--- src/rtl/draw_screen_image.sv ---
// Full-screen raster image drawer: sweeps every pixel, fetches colour from a
// synchronous ROM and emits one registered plot per cycle, then pulses done.
module draw_screen_image #(
   parameter int WIDTH  = 160,
   parameter int HEIGHT = 120,
   parameter int ADDR_W = 15
) (
   input  logic              clk,
   input  logic              resetn,
   input  logic              start,
   output logic [ADDR_W-1:0] rom_addr,
   input  logic [2:0]        rom_data,
   output logic              plot,
   output logic [7:0]        x,
   output logic [6:0]        y,
   output logic [2:0]        col,
   output logic              busy,
   output logic              done
);

   localparam logic [7:0]        XMAX = 8'(WIDTH - 1);
   localparam logic [ADDR_W-1:0] LAST = ADDR_W'(WIDTH * HEIGHT - 1);

   typedef enum logic [1:0] {IDLE, SWEEP, FLUSH, DONE} state_t;

   state_t            state_q;
   logic              start_q;
   logic              rise, abort, xwrap, last;
   logic [7:0]        xc_q, xc_d;
   logic [6:0]        yc_q, yc_d;
   logic [ADDR_W-1:0] addr_q, addr_d;
   logic [7:0]        x1_q;
   logic [6:0]        y1_q;
   logic              v1_q;
   logic              fl_q;
   logic              plot_q, busy_q, done_q;
   logic [7:0]        x_q;
   logic [6:0]        y_q;
   logic [2:0]        col_q;

   always_comb begin
      rise   = start & ~start_q;
      abort  = ~start & ((state_q == SWEEP) || (state_q == FLUSH));
      xwrap  = (xc_q == XMAX);
      last   = (addr_q == LAST);
      xc_d   = xwrap ? 8'd0 : xc_q + 8'd1;
      yc_d   = xwrap ? yc_q + 7'd1 : yc_q;
      addr_d = addr_q + ADDR_W'(1);
   end

   always_ff @(posedge clk or negedge resetn) begin
      if (!resetn) begin
         state_q <= IDLE;
         start_q <= 1'b0;
         xc_q    <= '0;
         yc_q    <= '0;
         addr_q  <= '0;
         x1_q    <= '0;
         y1_q    <= '0;
         v1_q    <= 1'b0;
         fl_q    <= 1'b0;
         plot_q  <= 1'b0;
         busy_q  <= 1'b0;
         done_q  <= 1'b0;
         x_q     <= '0;
         y_q     <= '0;
         col_q   <= '0;
      end else begin
         start_q <= start;
         v1_q    <= 1'b0;
         done_q  <= 1'b0;
         // stage 2: an abort kills the pixel already in flight
         plot_q  <= v1_q & ~abort;
         if (v1_q && !abort) begin
            x_q   <= x1_q;
            y_q   <= y1_q;
            col_q <= rom_data;
         end
         if (abort) begin
            state_q <= IDLE;
            busy_q  <= 1'b0;
         end else begin
            unique case (state_q)
               IDLE: begin
                  if (rise) begin
                     state_q <= SWEEP;
                     busy_q  <= 1'b1;
                     xc_q    <= '0;
                     yc_q    <= '0;
                     addr_q  <= '0;
                  end
               end
               SWEEP: begin
                  v1_q <= 1'b1;
                  x1_q <= xc_q;
                  y1_q <= yc_q;
                  if (last) begin
                     state_q <= FLUSH;
                     fl_q    <= 1'b0;
                  end else begin
                     xc_q   <= xc_d;
                     yc_q   <= yc_d;
                     addr_q <= addr_d;
                  end
               end
               FLUSH: begin
                  fl_q <= 1'b1;
                  if (fl_q) begin
                     state_q <= DONE;
                     busy_q  <= 1'b0;
                     done_q  <= 1'b1;
                  end
               end
               DONE: begin
                  state_q <= IDLE;
               end
               default: begin
                  state_q <= IDLE;
               end
            endcase
         end
      end
   end

   assign rom_addr = addr_q;
   assign plot     = plot_q;
   assign x        = x_q;
   assign y        = y_q;
   assign col      = col_q;
   assign busy     = busy_q;
   assign done     = done_q;

endmodule

--- config.mk ---
export PLATFORM = sky130hd
export DESIGN_NAME = draw_screen_image
export DESIGN_NICKNAME = d
export VERILOG_FILES = /design/src/rtl/draw_screen_image.sv
export SDC_FILE = /design/constraint.sdc
export NUM_CORES = 1
export LEC_CHECK = 0
export CORE_AREA = 2 2 90 92
export DETAILED_ROUTE_END_ITERATION = 10
export DIE_AREA = 0 0 92 94
export PLACE_DENSITY = 0.76
export SYNTH_ARGS = -nofsm -noshare
export SYNTH_HDL_FRONTEND = slang
export SYNTH_SLANG_ARGS = --single-unit
--- constraint.sdc ---
create_clock -name clk -period 2.8 [get_ports clk]
set_input_delay 0.42 -clock clk [delete_from_list [all_inputs] [get_ports clk]]
set_output_delay 0.42 -clock clk [all_outputs]
set_load 0.02 [all_outputs]
## Word level (Yosys, flattened, before mapping)

Cells that the tools add are included.

- Bits in registers: 71
- Bits of input ports: 6
- Output and inout bits: 36
- Word-level logic and storage cells: 76

- Add/sub/neg operators: 3
- Equal/unequal tests: 12
- Mux-type cells: 27
- Bitwise operators: 6
- Reduce and logical (&&, ||, !) cells: 13

Operator list:

| kind | number |
|---|---|
| 15-bit 2-to-1 mux | 2 |
| 15-bit case mux with 2 select lines | 1 |
| 8-bit 2-to-1 mux | 3 |
| 7-bit 2-to-1 mux | 3 |
| 8-bit case mux with 2 select lines | 1 |
| 15-bit by 1-bit adder with 15-bit output (second input constant) | 1 |
| 15-bit equality test (second input constant) | 1 |
| 7-bit case mux with 2 select lines | 1 |
| 1-bit 2-to-1 mux | 9 |
| 3-bit != test (second input constant) | 3 |
| 3-bit AND reduction | 3 |
| 8-bit by 1-bit adder with 8-bit output (second input constant) | 1 |
| 8-bit equality test (second input constant) | 1 |
| 2-bit 2-to-1 mux | 4 |
| 2-bit != test (second input constant) | 4 |
| 2-bit case mux with 4 select lines | 1 |
| 7-bit by 1-bit adder with 7-bit output (second input constant) | 1 |
| 5-bit AND reduction | 1 |
| 2-bit equality test (second input constant) | 2 |
| 1-bit case mux with 2 select lines | 2 |
| 4-bit AND reduction | 1 |
| 2-bit nonzero test | 2 |
| 1-bit AND | 3 |
| 1-bit NOT | 3 |
| other kinds (7) | 7 |

## Logic depth before layout (Yosys ltp)

Gate-level depths: netlist of run 1.

- Depth after elaboration: 5
- Gate-level depth with buffers: 10

## Worst setup path after synthesis of run 1

No wires, ideal clock.

- Kind: register -> register
- Start: reg addr_q[0] (netlist: rom_addr[0])
- End: reg addr_q[9] (netlist: rom_addr[9])
- Setup time: 0.124 ns
- Data arrival time: 2.014 ns
- Path slack: 0.662 ns
- Stages on the path, launching flop included: 8
- Path buffers: 1
- Period minus slack after synthesis: 2.138 ns
- Cells stage by stage: dfrtp_1 ha_1 nand4_1 nor4_4 or2_1 buf_2 nor4_1 a211o_1

- Cells in the longest elaborated chain, start to end: 3
- Elaborated cells on any way between the ends: 6
- Those cells by class: 1 x add/sub; 2 x eq/ne; 2 x mux; 1 x reduce/logical

Ends and longest elaborated chain:

| element | line | source |
|---|---|---|
| start: declaration | 31 | `logic [ADDR_W-1:0] addr_q, addr_d;` |
| start signal: assignment | 103 | `addr_q <= addr_d;` |
| 15-bit by 1-bit adder with 15-bit output or 15-bit equality test (tied branches) | 48, 45 |  |
| 15-bit 2-to-1 mux or 2-bit != test (tied branches) | n/a |  |
| 15-bit case mux with 2 select lines or 4-bit AND reduction (tied branches) | n/a |  |

Parallel ways exist; a longest one is shown, timed or not. The select of a mux whose other input is x is not followed.
A chain may end at the register's enable or synchronous reset.

## Worst setup path in the final report of run 1

- Start: reg state_q[1]
- End: reg yc_q[2]

- Cells in the longest elaborated chain, start to end: 5
- Elaborated cells on any way between the ends: 12
- Those cells by class: 5 x eq/ne; 1 x mux; 2 x bitwise; 4 x reduce/logical

Ends and longest elaborated chain:

| element | line | source |
|---|---|---|
| start: declaration | 26 | `state_t state_q;` |
| start signal: assignment | 53 | `state_q <= IDLE;` |
| start signal: assignment | 80 | `state_q <= IDLE;` |
| start signal: assignment | 86 | `state_q <= SWEEP;` |
| 2-bit by 1-bit equality test with 1-bit output or 2-bit equality test (tied branches) | 43, 83 |  |
| 1-bit logical OR | 43 | `abort = ~start & ((state_q == SWEEP) \|\| (state_q == FLUSH));` |
| 1-bit AND | 43 |  |
| 1-bit NOT (no line) | n/a |  |
| 5-bit AND reduction (no line) | n/a |  |
| end signal: assignment | 102 | `yc_q <= yc_d;` |
| end: declaration | 30 | `logic [6:0] yc_q, yc_d;` |

Parallel ways exist; a longest one is shown, timed or not.

==> results of run 1 <==
-- flip-flops by register name (all words and copies together), names as in the netlist, 2 cells and up --
register / count
state_q: 2
y: 7
rom_addr: 15
col: 3
xc_q: 8
x1_q: 8
y1_q: 7
yc_q: 7
x: 8
-- placed cells by master, fill, tap and decap left out, types with 2 or more instances in the layout --
cell,instances
clkdlybuf4s50_1,40
inv_1,9
and3_1,5
ha_1,7
nand2b_1,3
mux2i_1,8
o21ai_0,20
a211oi_1,2
a21oi_1,7
a22o_2,3
or4_1,3
dfrtp_1,71
nand4_1,6
clkinvlp_4,2
o31ai_1,4
nor4_1,4
nand3_1,21
nor2b_1,5
nor2_1,9
or2_2,2
inv_6,3
mux2_2,32
nand2_1,39
clkbuf_8,9
buf_4,7
nand3b_1,4
o221ai_1,5
nor3_1,7
-- per-layer routing --
metal  vias up  part of all wire, %  wire (um)
li1       1215                    -          -
met1      1250                   46       3140
met2        83                   47       3170
met3        14                  4.8        324
met4         0                  1.9        126
met5         -                    0          0
-- report_power, final --
group,internal (mW),leakage (nW),total [mW],switching (mW)
clock,0.422,0.0968,0.844,0.422
sequential,1.36,0.904,1.66,0.301
combinational,0.870,0.757,1.87,1.00
total,2.66,1.76,4.38,1.73
-- critical path, delay by kind of cell, from the launching register on --
kind	cells	cell delay, ns
simple gates	1	0.47
compound gates	2	0.42
mux	1	0.24
fa+ha+maj	1	0.17
buf+inv	3	0.51
flops	1	0.40
-- Yosys cell counts, drive strengths merged --
| cell type | instances |
|---|---|
| nand2 | 39 |
| buf | 7 |
| o221ai | 5 |
| or4bb | 1 |
| a22o | 4 |
| dfrtp | 71 |
| o31ai | 4 |
| a211oi | 2 |
| inv | 9 |
| o41ai | 1 |
| a21o | 1 |
| or3 | 2 |
| ha | 7 |
| o22ai | 1 |
| a211o | 1 |
| nand3b | 4 |
| nor2 | 10 |
| xnor2 | 1 |
| nand3 | 21 |
| nand4 | 6 |
| nand2b | 3 |
| mux2 | 32 |
| nand4bb | 1 |
| nor2b | 5 |
| or4b | 1 |
| or3b | 1 |
| nor3 | 8 |
| o31a | 1 |
| or4 | 3 |
| and3 | 5 |
| mux2i | 8 |
| nor4 | 5 |
| clkbuf | 5 |
| a21oi | 7 |
| o21ai | 21 |
| a22oi | 1 |
| o41a | 1 |
| or2 | 3 |
-- cell type report --
type,count,area [sq um]
fillers,651,3490
clock inverters,7,80.1
clock buffers,9,124
well taps,102,128
multi-input cells,216,1510
inverters,9,33.8
repair buffers,48,458
flip-flops and latches,71,1780
-- logic make-up after synthesis --
| kind of cell | after synthesis |
|---|---|
| multiplexers | 40 |
| AO/OA/AOI/OAI | 50 |
| adder cells (fa/ha/maj) | 7 |
| XOR/XNOR | 1 |
| flip-flops | 71 |
| AND/OR/NAND/NOR | 118 |
| buffers and inverters | 21 |
-- through the flow --
step	area [sq um]	util, %	hold slack, ns
after floorplan	3390	-	0.124
after global placement	3910	51.4	0.448
after detailed placement	3910	51.4	0.457
after CTS	4110	54.1	0.0774
after global routing	4110	54.1	0.0967
final	4110	54.1	0.0686
-- worst min-delay path by stage --
stage                     startpoint  endpoint  slack (ns)  depth (start not counted)
final                         resetn    col[1]        0.07                          1
after floorplan               resetn      busy        0.12                          0
after global placement        resetn      plot        0.45                          1
after CTS                     resetn    col[1]        0.08                          1
after detailed placement      resetn    col[1]        0.46                          1
after global routing          resetn      plot         0.1                          1
==> flow_summary.yaml, run 1 <==
min_path:
  hp-class: "input pin to asynchronous set/reset pin"
run_status:
  status: "finished, final reports clean"
clocking:
  clockBufferDepth: 2
  post_cts_buffers: 0
  cts_max_level: 3
  clk_pin_slew_ns: 0.09
  root_buffer: "clkbuf_8"
  cts-resized-gates: 0
  clock_latency_ns: 0.34
  cts_hold_buf: 0
  cts_tree: "built"
  cts.sinks: 71
  numCtsBuffers: 9
critical_path:
  r2r_slack_ns: 0.48
  max_stage_delay_ns: 0.47
  worstPathCellList: "inv_1 > ha_1 > buf_4 > inv_1 > o31a_1 > nor3_2 > mux2i_1 > o21ai_0"
  r2r_end: "yc_q[2]"
  worstPathArrival_ns: 2.55
  critPathCaptureType: "register"
  slowest_stage: "nor3_2"
  critPathLaunch: "state_q[1]"
  endpoint: "yc_q[2]"
  worstPathRequired_ns: 3.03
  reg2regPathDepth: 8
  cp_common_cell: "inv_1"
  cp-start-kind: "register"
  critical_path.max_fanout: 28
  rr_startpoint: "state_q[1]"
  worstSetupPathType: "register to register"
drt:
  drc_errors: 0
  wirelength_mm: 6.76
  drt_iter0_markers: 177
  wl_per_cell_um: 14.6
  ant_nets: 0
  vias: 2562
  first_pass_iters: 4
  vias_per_cell: 5.55
logic_synthesis:
  netlist_instances: 308
  ys_types: 47
  synth_seq_area_share_pct: 52.4
  synth_top_area_share_pct: 52.4
  synth-simple-area-share_pct: 18.6
  syn_nets: 321
  ys_warn_count: 0
  synth_area_sq_um: 3390
  syn_area_per_cell_sq_um: 11.0
  synthAdderAreaFrac_pct: 2.58
  synth.largest_area_cell: "dfrtp_1"
  synth_top_family_by_area: "simple AND/OR/NAND/NOR gates"
  synth_compound_area_share_pct: 10.2
  synth_xor_area_share_pct: 0.258
  synth-seq-cells: 71
  synth_area_leaders: "dfrtp_1, mux2_2, nand2_1"
  synthMuxAreaShare_pct: 13.0
flow_run:
  cap_violations: 0
sta:
  setup-tns-final_ns: 0
  worst_slack_ns: 0.476
  drv_slew: 0
  rsz0062_at_grt: "false"
  worst_pin_slew_ns: 0.715
  fin_skew_ns: 0.00918
  setup_viol: 0
  period_minus_slack_ns: 2.32
  finalCritPeriodShare_pct: 83.0
  finalHoldViolCount: 0
  maxSlewHeadroom_pct: 51.9
  fmax_mhz: 430
place:
  io_buffers: 41
  hpwl_mm: 4.68
  placed_cells: 446
  post-place-ws_ns: 0.488
  place_congestion: 0.806
power:
  ir_drop_uv: 585
  total_power_mw: 4.38
  pwr_density_cell_nw_per_um2: 1070
  leakage_nw: 1.76
global_route:
  grt_util_met2_pct: 27.9
  grt-busiest-layer: "met2"
  antenna_found_initial: 0
  met1_usage_pct: 21.9
  grt_pass1_wl_mm: 11.7
  overflow: 0
  grt_pass1_vias: 2520
  gr-usage-met3_pct: 3.21
  grt_use_total_pct: 16.9
  grt_max_degree: 30
layout:
  layout-drive-gt1-share_pct: 18.9
  instances_no_fill: 462
  nets: 368
  diodes: 0
  area_growth_pct: 21.3
floorplanning:
  die_h_um: 94
  num_rows: 32
  start_util_pct: 44.6
  io_pins: 42
  die_width_um: 92
  dieArea_sq_um: 8650
  core_area_sq_um: 7610
(Power assumes the default switching activity.)
==> inputs of run 2 (changes only) <==
PLACE_DENSITY = 0.78   (was 0.76)
clock period = 2 ns   (was 2.8 ns; I/O delays follow)
==> flow_summary.yaml, run 2 (same netlist as run 1, synthesis figures left out) <==
global_route:
  grt_use_total_pct: 18.4
  antenna_found_initial: 0
  grt_pass1_wl_mm: 12.6
  grt_pass1_vias: 2755
  grt_max_degree: 30
  overflow: 0
clocking:
  clockBufferDepth: 2
  root_buffer: "clkbuf_8"
  clock_latency_ns: 0.35
  cts.sinks: 71
  clk_pin_slew_ns: 0.08
  numCtsBuffers: 9
  cts_tree: "built"
  cts_max_level: 3
sta:
  period_minus_slack_ns: 2.05
  rsz0062_at_grt: "true"
  finalHoldViolCount: 0
  hold_ws_ns: 0.452
  maxSlewHeadroom_pct: 64.2
  fin_skew_ns: 0.0108
  drv_slew: 0
  setup_viol: 13
  worst_pin_slew_ns: 0.537
  finalCritPeriodShare_pct: 103
  fmax_mhz: 487
  worst_slack_ns: -0.0521
layout:
  nets: 413
  area_growth_pct: 39.1
  largest_reg_flops: 15
  diodes: 0
  layout_commonest_cell: "dfrtp_1"
  final_cell_mix: "dfrtp_1, clkdlybuf4s50_1, buf_4, nand2_1, mux2_2"
  layout-drive-gt1-share_pct: 34.6
  stdcell_area_sq_um: 4720
place:
  dpl_cell_area_sq_um: 4280
  io_buffers: 41
  place_congestion: 0.826
  hpwl_mm: 5.31
run_status:
  violations: "setup timing"
  status: "finished with violations"
floorplanning:
  die_h_um: 94
  die_width_um: 92
  start_util_pct: 44.6
  dieArea_sq_um: 8650
  core_area_sq_um: 7610
  num_rows: 32
  io_pins: 42
critical_path:
  critPathCaptureType: "register"
  worstSetupPathType: "register to register"
  slowest_stage: "or4bb_4"
  critical_path.max_fanout: 7
  worstPathCellList: "inv_2 > ha_4 > or4bb_4 > nor4_4 > a21o_1 > buf_6 > o21ai_2 > a22o_1"
  max_stage_delay_ns: 0.46
  worstPathRequired_ns: 2.24
  cp-start-kind: "register"
  path_buf_inv: 2
  cp_top_family: "simple AND/OR/NAND/NOR gates"
  worstPathArrival_ns: 2.30
flow_run:
  cap_violations: 0
power:
  leakage_nw: 2.06
  pwr_density_cell_nw_per_um2: 1530
  ir_drop_uv: 1030
min_path:
  hp-class: "input pin to asynchronous set/reset pin"
drt:
  first_pass_iters: 5
  vias_per_cell: 5.55
  drt_iter0_markers: 146
  ant_nets: 0
  wl_per_cell_um: 15.4
  drc_errors: 0
  vias: 2814
  wirelength_mm: 7.78
-- run 2: changes by cell type in the layout (fill, tap and decap cells not counted), sizes merged --
cell	delta
bufinv	+1
clkinv	+1
buf	+44
dlygate4sd3	+1
clkinvlp	-1
inv	-1
-- run 2: per-stage QoR --
stage               cells  power [mW]  setup TNS, ns  setup slack, ns  utilization, %
floorplan             308        4.17        -0.0398          -0.0285               -
global placement      484        5.40        -0.0695          -0.0500            56.3
detailed placement    484        5.53         -0.868           -0.106            56.3
CTS                   502        6.99        -0.0159          -0.0159            60.4
global route          507        7.65          -2.18           -0.124            62.0
finish                507        7.22         -0.256          -0.0521            62.0
-- run 2: worst paths after layout --
kind                       startpoint           to  slack [ns]  cells past startpoint
min in group clk              y1_q[5]      y1_q[5]        0.49                      2
setup reg to reg           state_q[1]  rom_addr[6]       -0.05                      8
max in group asynchronous      resetn  rom_addr[8]        0.89                      3
hold reg to reg               y1_q[5]      y1_q[5]        0.49                      2
hold / removal                 resetn         plot        0.45                      2
setup / recovery           state_q[1]  rom_addr[6]       -0.05                      8
-- run 2: what timing repair did --
action                                  CTS  global route
pin swaps                                 3            11
buffers inserted                          2             4
gates cloned                              0             1
endpoints found under the setup margin   24            22
resized for setup                        16            20
hold endpoints to repair                 21             0
hold buffers                              1             0
-- run 2: where the power goes --
part,switching [mW],total (mW),internal [mW],leakage (nW)
logic,1.81,3.65,1.84,1.05
registers,0.350,2.26,1.91,0.899
clock network,0.589,1.31,0.719,0.112
-- run 2: routing by layer --
| metal | vias up | wire (um) | GRT usage, % | part of all wire [%] |
|---|---|---|---|---|
| met4 | 0 | 185 | 9.33 | 2.4 |
| met2 | 93 | 3890 | 31.0 | 50 |
| met1 | 1392 | 3350 | 22.7 | 43 |
| li1 | 1315 | - | - | - |
| met3 | 14 | 356 | 3.53 | 4.6 |
| met5 | - | 0 | 0 | 0 |
-- run 2: final cells by class --
| cell class | count | area [sq um] |
|---|---|---|
| fill | 576 | 2890 |
| clock buffer | 9 | 124 |
| timing repair buffer | 93 | 868 |
| multi-input combinational | 216 | 1680 |
| sequential | 71 | 1780 |
| tap | 102 | 128 |
| clock inverter | 7 | 105 |
| inverter | 9 | 33.8 |
